`src/rtl/forloop_counter_bank.sv`:
```
// Bank of NCH independent WIDTH-bit up-counters with per-channel enable,
// clear and load, wrap/saturate mode, overflow pulses, sticky terminal-count
// flags and a registered readout mux.

// One counter channel: clr > ld > en > hold.
module forloop_counter_lane #(
  parameter int WIDTH    = 8,
  parameter int SATURATE = 0
) (
  input  logic             c,
  input  logic             r,
  input  logic             en,
  input  logic             clr,
  input  logic             ld,
  input  logic [WIDTH-1:0] ld_val,
  input  logic             tc_clr,
  output logic [WIDTH-1:0] cnt,
  output logic             tc,
  output logic             ovf
);
  localparam logic [WIDTH-1:0] MAX = '1;

  logic [WIDTH-1:0] nxt;
  logic             ovf_nxt;
  logic             tc_set;

  // Next count, overflow pulse and terminal-count set condition.
  always_comb begin
    nxt     = cnt;
    ovf_nxt = 1'b0;
    tc_set  = 1'b0;
    if (clr) begin
      nxt = '0;
    end else if (ld) begin
      nxt    = ld_val;
      tc_set = (ld_val == MAX);
    end else if (en) begin
      if (cnt == MAX) begin
        ovf_nxt = 1'b1;
        nxt     = (SATURATE != 0) ? MAX : '0;
        tc_set  = (SATURATE != 0);
      end else begin
        nxt    = cnt + 1'b1;
        tc_set = (nxt == MAX);
      end
    end
  end

  // State update; a set on the same edge as tc_clr keeps the flag.
  always_ff @(posedge c or posedge r) begin
    if (r) begin
      cnt <= '0;
      ovf <= 1'b0;
      tc  <= 1'b0;
    end else begin
      cnt <= nxt;
      ovf <= ovf_nxt;
      tc  <= tc_set | (tc & ~tc_clr);
    end
  end
endmodule

module forloop_counter_bank #(
  parameter int NCH      = 4,
  parameter int WIDTH    = 8,
  parameter int SATURATE = 0,
  localparam int SELW    = (NCH > 1) ? $clog2(NCH) : 1
) (
  input  logic               c,
  input  logic               r,
  input  logic [NCH-1:0]     en,
  input  logic [NCH-1:0]     clr,
  input  logic [NCH-1:0]     ld,
  input  logic [WIDTH-1:0]   ld_val,
  input  logic               tc_clr,
  input  logic [SELW-1:0]    sel,
  output logic [NCH*WIDTH-1:0] cnt,
  output logic [WIDTH-1:0]   rd_val,
  output logic [NCH-1:0]     tc,
  output logic [NCH-1:0]     ovf
);
  logic [NCH-1:0][WIDTH-1:0] cnt_a;
  logic [WIDTH-1:0]          rd_nxt;

  for (genvar j = 0; j < NCH; j++) begin : g_ch
    forloop_counter_lane #(.WIDTH(WIDTH), .SATURATE(SATURATE)) u_lane (
      .c      (c),
      .r      (r),
      .en     (en[j]),
      .clr    (clr[j]),
      .ld     (ld[j]),
      .ld_val (ld_val),
      .tc_clr (tc_clr),
      .cnt    (cnt_a[j]),
      .tc     (tc[j]),
      .ovf    (ovf[j])
    );
  end

  // Packed channel array lays out channel j at [j*WIDTH +: WIDTH].
  assign cnt = cnt_a;

  // Readout select; out-of-range select reads as zero.
  always_comb begin
    rd_nxt = '0;
    for (int j = 0; j < NCH; j++)
      if (sel == SELW'(j)) rd_nxt = cnt_a[j];
  end

  // Register the pre-update value of the selected channel.
  always_ff @(posedge c or posedge r) begin
    if (r) rd_val <= '0;
    else   rd_val <= rd_nxt;
  end
endmodule
```
`config.mk`:
```
export PLATFORM = sky130hd
export DESIGN_NAME = forloop_counter_bank
export DESIGN_NICKNAME = d
export VERILOG_FILES = /design/src/rtl/forloop_counter_bank.sv
export SDC_FILE = /design/constraint.sdc
export NUM_CORES = 1
export LEC_CHECK = 0
export ABC_CLOCK_PERIOD_IN_PS = 3740
export BUFFER_PORTS_ARGS = -buffer_cell sky130_fd_sc_hd__buf_2
export CORE_ASPECT_RATIO = 1.4
export CORE_MARGIN = 2
export CORE_UTILIZATION = 59
export DETAILED_ROUTE_END_ITERATION = 6
export PLACE_DENSITY = 0.88
export SLEW_MARGIN = 10
export SYNTH_ARGS = -nofsm -noshare
export SYNTH_HDL_FRONTEND = slang
export SYNTH_HIERARCHICAL = 1
export SYNTH_SLANG_ARGS = --single-unit
```
`constraint.sdc`:
```
create_clock -name c -period 3.74 [get_ports c]
set_input_delay 0.374 -clock c [delete_from_list [all_inputs] [get_ports c]]
set_output_delay 0.374 -clock c [all_outputs]
set_load 0.01 [all_outputs]
```
Word level (Yosys, flattened, before mapping):

Cells that the tools add are included.

* add/subtract/negate cells: 4
* equality and inequality tests: 12
* divide/modulo/power cells: 0
* muxes and demuxes: 52
* shifts and indexed selects: 0
* $lt $le $gt $ge: 0
* bitwise operators: 9
* reductions and logical operators: 5
* multiply operators: 0

Operators with widths (number)
* $mux W8: 20
* $eq A8 B8 Y1 const B: 9
* $add A8 B1 Y8 const B: 4
* $mux W1: 32
* $reduce_bool A3 Y1: 4
* $and A1 B1 Y1: 4
* $eq A2 B2 Y1 const B: 2
* $or A1 B1 Y1: 4
* $eq A2 B1 Y1 const B: 1
* $logic_not A2 Y1: 1
* $not A1 Y1: 1

* latch bits: 0
* word-level logic and storage cells: 95
* bits in read-only memories: 0
* input bits: 25
* memories kept: 0
* register bits after elaboration: 48
* memory bits (writable): 0

Depth between registers and ports, before layout:

Gate-level depths: netlist of the first run.

* depth in word-level cells: 7
* mapped depth: 5

Modules after synthesis:

The synthesis of the first run kept the hierarchy.

By module, submodules not included
* forloop_counter_lane: instances 4, area an instance 699.4 µm², cells each 76
* forloop_counter_bank: instances 1, area an instance 400.4 µm², cells each 19

Worst setup path before layout of the first run:

OpenSTA, ideal clock, no wires.

* path kind: flip-flop to flip-flop
* from: reg g_ch[0].u_lane.cnt[1]
* to: reg g_ch[0].u_lane.cnt[6]
* required time: 3.621 ns
* clock period less this slack: 1.450 ns
* cell stages (with the launch flop): 6
* arrival time: 1.332 ns
* library setup time: 0.119 ns
* path buffers: 0
* setup slack: 2.290 ns
* cells stage by stage: dfrtp_1 > ha_1 > and3_4 > nand4_1 > xnor2_1 > o21a_1

* longest elaborated chain between the ends: 5

RTL lines
* start, declared: line 17 `output logic [WIDTH-1:0] cnt,`
* start signal, assigned: line 56 `cnt <= nxt;`
* $add A8 B1 Y8 or $eq A8 B8 Y1 (tied branches): line 43, 38
* $mux W8 *: line 38 `if (cnt == MAX) begin`
* $mux W8 *: line 37 `end else if (en) begin`
* $mux W8 *: line 34 `end else if (ld) begin`
* $mux W8 *: line 32 `if (clr) begin`

Every way passes the cells marked *; elsewhere a longest branch is shown, timed or not. The select of a mux whose other input is x is not followed.
A chain may end at the register's enable or synchronous reset.

Worst setup path after layout of the first run:

* from: reg g_ch[3].u_lane.cnt[1]
* to: reg g_ch[3].u_lane.cnt[6]

* longest elaborated chain between the ends: 5

RTL lines (line)
* start, declared: 17
* start signal, assigned: 56
* $add A8 B1 Y8 or $eq A8 B8 Y1 (tied branches): 43, 38
* $mux W8 *: 38
* $mux W8 *: 37
* $mux W8 *: 34
* $mux W8 *: 32

Marked as above.

==> key figures, run 1 <==
GRT
  – Largest net degree at the start of global routing: 16
  – First-pass GRT wire length: 13.7 mm
  – Global Route met1 Usage: 36.6%
  – Total track usage: 29.6%
  – M3 GR Usage: 4.09%
  – Vias in the first global route: 2838
  – Global route hottest layer: met2
  – GR met2 Demand/Resource: 48.1%
  – Gr ovfl total: 0
  – Initial antenna violation count: 0

CTS
  – Cts bufs inserted: 5
  – CTS Buffer Depth: 2
  – H-tree depth: 2
  – Post_cts resized: 0
  – Clk pin slew, worst setup/hold paths: 90 ps
  – CTS tree: yes
  – Post-CTS Setup Inserts: 0
  – Clk sinks: 48
  – Worst skew pair latency: 300 ps
  – Hold_buf cts: 0
  – Clock root buffer: clkbuf_8

Finish
  – Post-route core utilization: 69.0%
  – Final nets: 417
  – Fin cells: 451
  – N_diodes: 0
  – Syn-to-layout area delta: 12.1%
  – Filler cell count: 406
  – Layout cells sized above 1: 27.0%

Worst setup path
  – WS Path Type: flip-flop to flip-flop
  – Critical R2R Launch: g_ch[3].u_lane/cnt[1]$_DFFE_PP0P_
  – Start point of the critical path: g_ch[3].u_lane/cnt[1]$_DFFE_PP0P_
  – Critical-path top delay cell: dfrtp_1
  – Critical Path Max Stage Delay: 500 ps
  – WP data required: 3940 ps
  – CP Capture Type: flip-flop
  – Startpoint types: flip-flop
  – WP buf/inv: 0
  – WP data arrival: 1810 ps
  – Delay-heaviest family, CP: flip-flops
  – R2R Setup Slk: 2130 ps
  – Crit Path Max Fanout: 8
  – Worst path cell trace: ha_1 > and3_4 > nand4_1 > xnor2_1 > o21a_1

Synthesis
  – Synthesized instance count: 323
  – Main area contributors after synthesis: dfrtp_1, mux4_2, xnor2_1
  – Synth top area share: 37.6%
  – Post-Syn Area per Cell: 9.90 um^2
  – Sequential area share after synthesis: 37.6%
  – Post-synthesis compound-gate area fraction: 15.5%
  – Area share of fa/ha/maj cells after synthesis: 3.13%
  – Multiplexer share of the synthesized area: 8.14%
  – Synth Area in XOR/XNOR: 6.57%
  – Main combinational cell family by area after synthesis: simple AND/OR/NAND/NOR gates
  – Synthesis-stage register bit count: 48
  – Netlist cell types: 33
  – Simple-Gate Fraction of Synth Area: 21.4%
  – Syn Std Cell Area: 3200 um^2
  – Post-synth top area cell: dfrtp_1
  – Syn nets: 356
  – Synth warn: 6

Drt
  – DRT iter0 DRCs: 261
  – Vias: 2918
  – DRT Pass-1 Iters: 5
  – Vias per cell: 6.47
  – Number of routed nets with antenna violations: 0
  – DRC viols: 0
  – Drt total wl: 8.49 mm
  – Drt wl/cell: 18.8 um

Pwr
  – Pint: 876 uW
  – Clock power share: 33.5%
  – Register share of total power: 49.0%
  – Maximum vdd drop: 160 uV
  – Sw frac: 28.8%
  – Combinational fraction of design power: 17.6%
  – PD cells: 343 nW/um^2
  – Lkg Pwr: 0.00161 uW
  – Psw: 355 uW

STA
  – Final cycle utilization of the critical path: 42.9%
  – Hold slack: 64.1 ps
  – # setup viols final: 0
  – Fin Setup TNS: 0 ps
  – Final-report hold violation count: 0
  – Peak Freq: 623 MHz
  – Layout Skew: 7.68 ps
  – Max transition margin: 71.8%
  – Tmin final: 1610 ps
  – Fin. max-slew vios: 0
  – RSZ-0062 raised after global routing: no
  – Worst Max-Slew Pin Slew: 422 ps

Die
  – Die height: 91.1 um
  – Core Area: 5200 um^2
  – Die width: 66.2 um
  – Initial Util: 61.5%
  – Std cell rows: 31
  – Die area: 6030 um^2
  – Io pins: 73

Run status
  – Status: complete, no violations

Placement
  – Placed cells: 443
  – PortBufs: 72
  – Dpl hpwl: 6.12 mm
  – Routability cong.: 0.899

Job
  – Max-cap violations: 0

Worst hold path
  – Min-delay worst type: primary input to asynchronous set/reset pin
==> metal layers <==
| metal | share of wire, % | vias to the layer above |
|---|---|---|
| li1 | - | 1303 |
| met1 | 37 | 1397 |
| met2 | 50 | 172 |
| met3 | 8.3 | 46 |
| met4 | 4.8 | 0 |
| met5 | 0 | - |
==> stage by stage <==
stage / setup slack, ps / power, uW / instance area [um^2]
after CTS: 2160 / 1230 / 3590
after global placement: 2200 / 818 / 3460
after global routing: 2020 / 1280 / 3590
after floorplan: 2290 / 745 / 3200
final: 2130 / 1230 / 3590
after detailed placement: 2180 / 825 / 3460
==> final timing paths <==
check                                               endpoint  depth (start not counted)
max in group asynchronous  g_ch[2].u_lane/cnt[5]$_DFFE_PP0P_                          2
setup / recovery           g_ch[3].u_lane/cnt[6]$_DFFE_PP0P_                          5
min in group c             g_ch[3].u_lane/cnt[1]$_DFFE_PP0P_                          2
setup reg to reg           g_ch[3].u_lane/cnt[6]$_DFFE_PP0P_                          5
hold reg to reg                 g_ch[0].u_lane/ovf$_DFF_PP0_                          2
hold / removal                           rd_val[3]$_DFF_PP0_                          2
==> Yosys cell counts <==
master    instances
dfrtp_1          48
nor3b_2           4
and3_1            4
a211oi_1          4
nand4_1          12
o21ai_2           4
buf_6             9
a21oi_1          24
o32a_1            4
o21bai_1          4
o21a_1            4
clkbuf_8          4
xnor2_1          16
and4_4            4
nand3_1          16
nor2_1           28
nor3b_1          12
a31o_1            4
o22ai_1          12
ha_1              8
nand2_1          28
mux2i_1           8
and3_4            4
clkbuf_2          1
inv_1            17
or2b_1            4
xor2_1            8
nand4b_1          4
o211ai_1          4
o32ai_1           4
mux4_2            8
buf_2             4
o31a_1            4
==> cells in the final DEF (no fill, tap or decap), drive strengths merged, types with 7 or more instances in the layout <==
master / Yosys / routed
a21oi: 24 / 24
dfrtp: 48 / 48
mux2i: 8 / 8
and3: 8 / 8
xnor2: 16 / 16
nor2: 28 / 28
nor3b: 16 / 16
mux4: 8 / 8
nand3: 16 / 16
buf: 13 / 72
nand2: 28 / 28
ha: 8 / 8
xor2: 8 / 8
o22ai: 12 / 12
clkbuf: 5 / 7
inv: 17 / 17
nand4: 12 / 12
==> power by group through the flow <==
stage / Sequential, uW / Clock (uW) / Combinational (uW)
floorplan: 608 / 0 / 138
global placement: 609 / 0 / 209
detailed placement: 611 / 0 / 215
CTS: 600 / 418 / 215
global route: 607 / 437 / 237
finish: 603 / 412 / 216
==> area by class of cell <==
| class | instances | area (um^2) | share of cell area [%] |
|---|---|---|---|
| Clock inverter | 1 | 30.0 | 0.837 |
| Multi-Input combinational cell | 240 | 1750 | 48.8 |
| Inverter | 17 | 63.8 | 1.78 |
| Timing Repair Buffer | 72 | 360 | 10.0 |
| Sequential cell | 48 | 1200 | 33.5 |
| Tap cell | 66 | 82.6 | 2.30 |
| Clock buffer | 7 | 96.3 | 2.69 |
==> sequential cells by signal, summed over array words and instances, names as in the netlist <==
register         cells
g_ch.u_lane/tc       4
g_ch.u_lane/ovf      4
g_ch.u_lane/cnt     32
rd_val               8
==> logic make-up (layout without fill, tap and decap cells) <==
group           Yosys count  in the layout
simple gates            120            120
compound gates           72             72
flops                    48             48
buf+inv                  35             97
xor+xnor                 24             24
mux                      16             16
fa+ha+maj                 8              8
(Power assumes the default switching activity.)
==> run 2, diff against run 1 <==
--- a/config.mk
+++ b/config.mk
@@ -5,13 +5,13 @@
 export SDC_FILE = /design/constraint.sdc
 export NUM_CORES = 1
 export LEC_CHECK = 0
-export ABC_CLOCK_PERIOD_IN_PS = 3740
+export ABC_CLOCK_PERIOD_IN_PS = 1400
 export BUFFER_PORTS_ARGS = -buffer_cell sky130_fd_sc_hd__buf_2
 export CORE_ASPECT_RATIO = 1.4
 export CORE_MARGIN = 2
-export CORE_UTILIZATION = 59
+export CORE_UTILIZATION = 49
 export DETAILED_ROUTE_END_ITERATION = 6
-export PLACE_DENSITY = 0.88
+export PLACE_DENSITY = 0.78
 export SLEW_MARGIN = 10
 export SYNTH_ARGS = -nofsm -noshare
 export SYNTH_HDL_FRONTEND = slang
==> constraint.sdc (replaced) <==
create_clock -name c -period 1.4 [get_ports c]
set_input_delay 0.14 -clock c [delete_from_list [all_inputs] [get_ports c]]
set_output_delay 0.14 -clock c [all_outputs]
set_load 0.01 [all_outputs]
==> key figures, run 2 (synthesized netlist as in run 1, its figures left out) <==
Die
  – Io pins: 73 (unchanged)
  – Die area: 7200 um^2 (+19%)
  – Die height: 99.6 um (+9.3%)
  – Die width: 72.3 um (+9.1%)
  – Std cell rows: 34 (+9.7%)
  – Initial Util: 51.1% (-10 points)
  – Core Area: 6250 um^2 (+20%)

STA
  – Layout Skew: 13.8 ps (+6.12 ps)
  – Worst Max-Slew Pin Slew: 414 ps (-7.89 ps)
  – Peak Freq: 691 MHz (+11%)
  – Final cycle utilization of the critical path: 103% (+60 points)
  – Hold slack: 130 ps (+65.7 ps)
  – Tmin final: 1450 ps (-157 ps)
  – Final-report hold violation count: 0 (unchanged)
  – RSZ-0062 raised after global routing: yes
  – Final setup margin: -47.8 ps (-2180 ps)
  – Max transition margin: 72.4% (+0.53 points)
  – Fin. max-slew vios: 0 (unchanged)
  – # setup viols final: 5 (+5)

GRT
  – Largest net degree at the start of global routing: 16 (unchanged)
  – Initial antenna violation count: 0 (unchanged)
  – Vias in the first global route: 2998 (+5.6%)
  – Gr ovfl total: 0 (unchanged)
  – First-pass GRT wire length: 14.9 mm (+8.4%)
  – Total track usage: 26.7% (-3.0 points)

Worst setup path
  – Critical-path top delay cell: dfrtp_2
  – CP Capture Type: flip-flop
  – Worst path cell trace: ha_4 > and3_4 > o211ai_1 > nor3b_4 > a31o_1
  – WP data required: 1650 ps (-2290 ps)
  – Delay-heaviest family, CP: flip-flops
  – Crit Path Max Fanout: 3 (-5)
  – WS Path Type: flip-flop to flip-flop
  – Startpoint types: flip-flop
  – Critical Path Max Stage Delay: 440 ps (-60 ps)
  – WP buf/inv: 0 (unchanged)
  – WP data arrival: 1700 ps (-110 ps)

Finish
  – Final nets: 453 (+8.6%)
  – N_diodes: 0 (unchanged)
  – Post-route core utilization: 63.4% (-5.6 points)
  – Max reg flops: 32 (unchanged)
  – Largest regs: g_ch.u_lane/cnt: 32 flops, rd_val: 8 flops
  – Most frequent cells in the layout: buf_2, dfrtp_1, buf_4
  – Layout cells sized above 1: 36.3% (+9.3 points)
  – Syn-to-layout area delta: 24.0%
  – Largest Register: g_ch.u_lane/cnt
  – Commonest non-fill, non-tap cell in the layout: buf_2
  – Design Area, Final: 3970 um^2 (+11%)

Pwr
  – Lkg Pwr: 0.00179 uW (+11%)
  – Total Power: 3420 uW (+180%)
  – Maximum vdd drop: 593 uV (+270%)
  – PD cells: 862 nW/um^2 (+150%)

CTS
  – Cts bufs inserted: 5 (unchanged)
  – Clk sinks: 48 (unchanged)
  – Clk pin slew, worst setup/hold paths: 90 ps (about the same)
  – CTS tree: yes
  – Worst skew pair latency: 310 ps (about the same)
  – CTS Buffer Depth: 2 (unchanged)
  – Clock root buffer: clkbuf_8
  – H-tree depth: 2 (unchanged)

Drt
  – Drt wl/cell: 18.8 um (about the same)
  – DRC viols: 0 (unchanged)
  – DRT iter0 DRCs: 208 (-20%)
  – Number of routed nets with antenna violations: 0 (unchanged)
  – DRT Pass-1 Iters: 4 (-1)
  – Vias: 3013 (+3.3%)
  – Drt total wl: 9.28 mm (+9.3%)
  – Vias per cell: 6.11 (-5.5%)

Placement
  – Dpl hpwl: 6.69 mm (+9.2%)
  – PortBufs: 72 (unchanged)
  – Routability cong.: 0.848 (-5.6%)
  – Placed cell areas: 3710 um^2 (+7.3%)
  – Post-placement setup slack: 6.37 ps (-2170 ps)

Job
  – Max-cap violations: 0 (unchanged)

Run status
  – Status: complete, but fails checks
  – Violated checks: setup timing

Worst hold path
  – Min-delay worst type: primary input to flip-flop
[run 2: path summary, 6_finish.rpt]
check | cells after the start | start | to | slack (ps)
max | 5 | g_ch[3].u_lane/cnt[1]$_DFFE_PP0P_ | g_ch[3].u_lane/tc$_DFF_PP0_ | -50
min | 2 | clr[0] | g_ch[0].u_lane/cnt[1]$_DFFE_PP0P_ | 130
max reg2reg | 5 | g_ch[3].u_lane/cnt[1]$_DFFE_PP0P_ | g_ch[3].u_lane/tc$_DFF_PP0_ | -50
min reg2reg | 2 | g_ch[2].u_lane/cnt[5]$_DFFE_PP0P_ | g_ch[2].u_lane/cnt[5]$_DFFE_PP0P_ | 610
max in group asynchronous | 3 | r | g_ch[2].u_lane/cnt[0]$_DFFE_PP0P_ | 670
min in group asynchronous | 3 | r | rd_val[5]$_DFF_PP0_ | 370
[run 2: layout make-up]
| type | count | area, um^2 |
|---|---|---|
| inverter | 17 | 63.8 |
| sequential | 48 | 1210 |
| multi-input combinational | 240 | 1820 |
| fill | 524 | 2290 |
| tap | 72 | 90.1 |
| clock inverter | 1 | 30.0 |
| clock buffer | 7 | 96.3 |
| timing repair buffer | 108 | 656 |
[run 2: layer usage]
layer / wire length [um] / GRT usage (%) / vias up
met2: 4710 / 44.8 / 149
met3: 705 / 3.85 / 37
met1: 3490 / 32.3 / 1455
met4: 376 / 14.8 / 0
li1: - / - / 1372
met5: 0 / 0 / -
[run 2: power by group]
part	total (uW)	switching, uW	internal [uW]
registers	1560	91.9	1470
clock network	1100	474	631
logic	754	426	328
[run 2: worst reg2reg max path, delay by kind of cell (launching register included)]
family	cells	cell delay, ps
AO/OA/AOI/OAI	2	360
adder cells (fa/ha/maj)	1	170
flip-flops	1	440
AND/OR/NAND/NOR	2	430
[run 2: what timing repair did]
| action | in CTS | in global routing |
|---|---|---|
| hold endpoints to repair | 48 | 0 |
| setup endpoints to repair | 4 | 13 |
| buffers inserted | 3 | 2 |
| pin swaps | 0 | 6 |
| hold buffers | 1 | 0 |
| resized for setup | 5 | 8 |
[run 2: through the flow]
stage               cells  TNS (ps)
floorplan             323         0
global placement      479         0
detailed placement    479         0
CTS                   491     -52.3
global route          493      -609
finish                493      -123
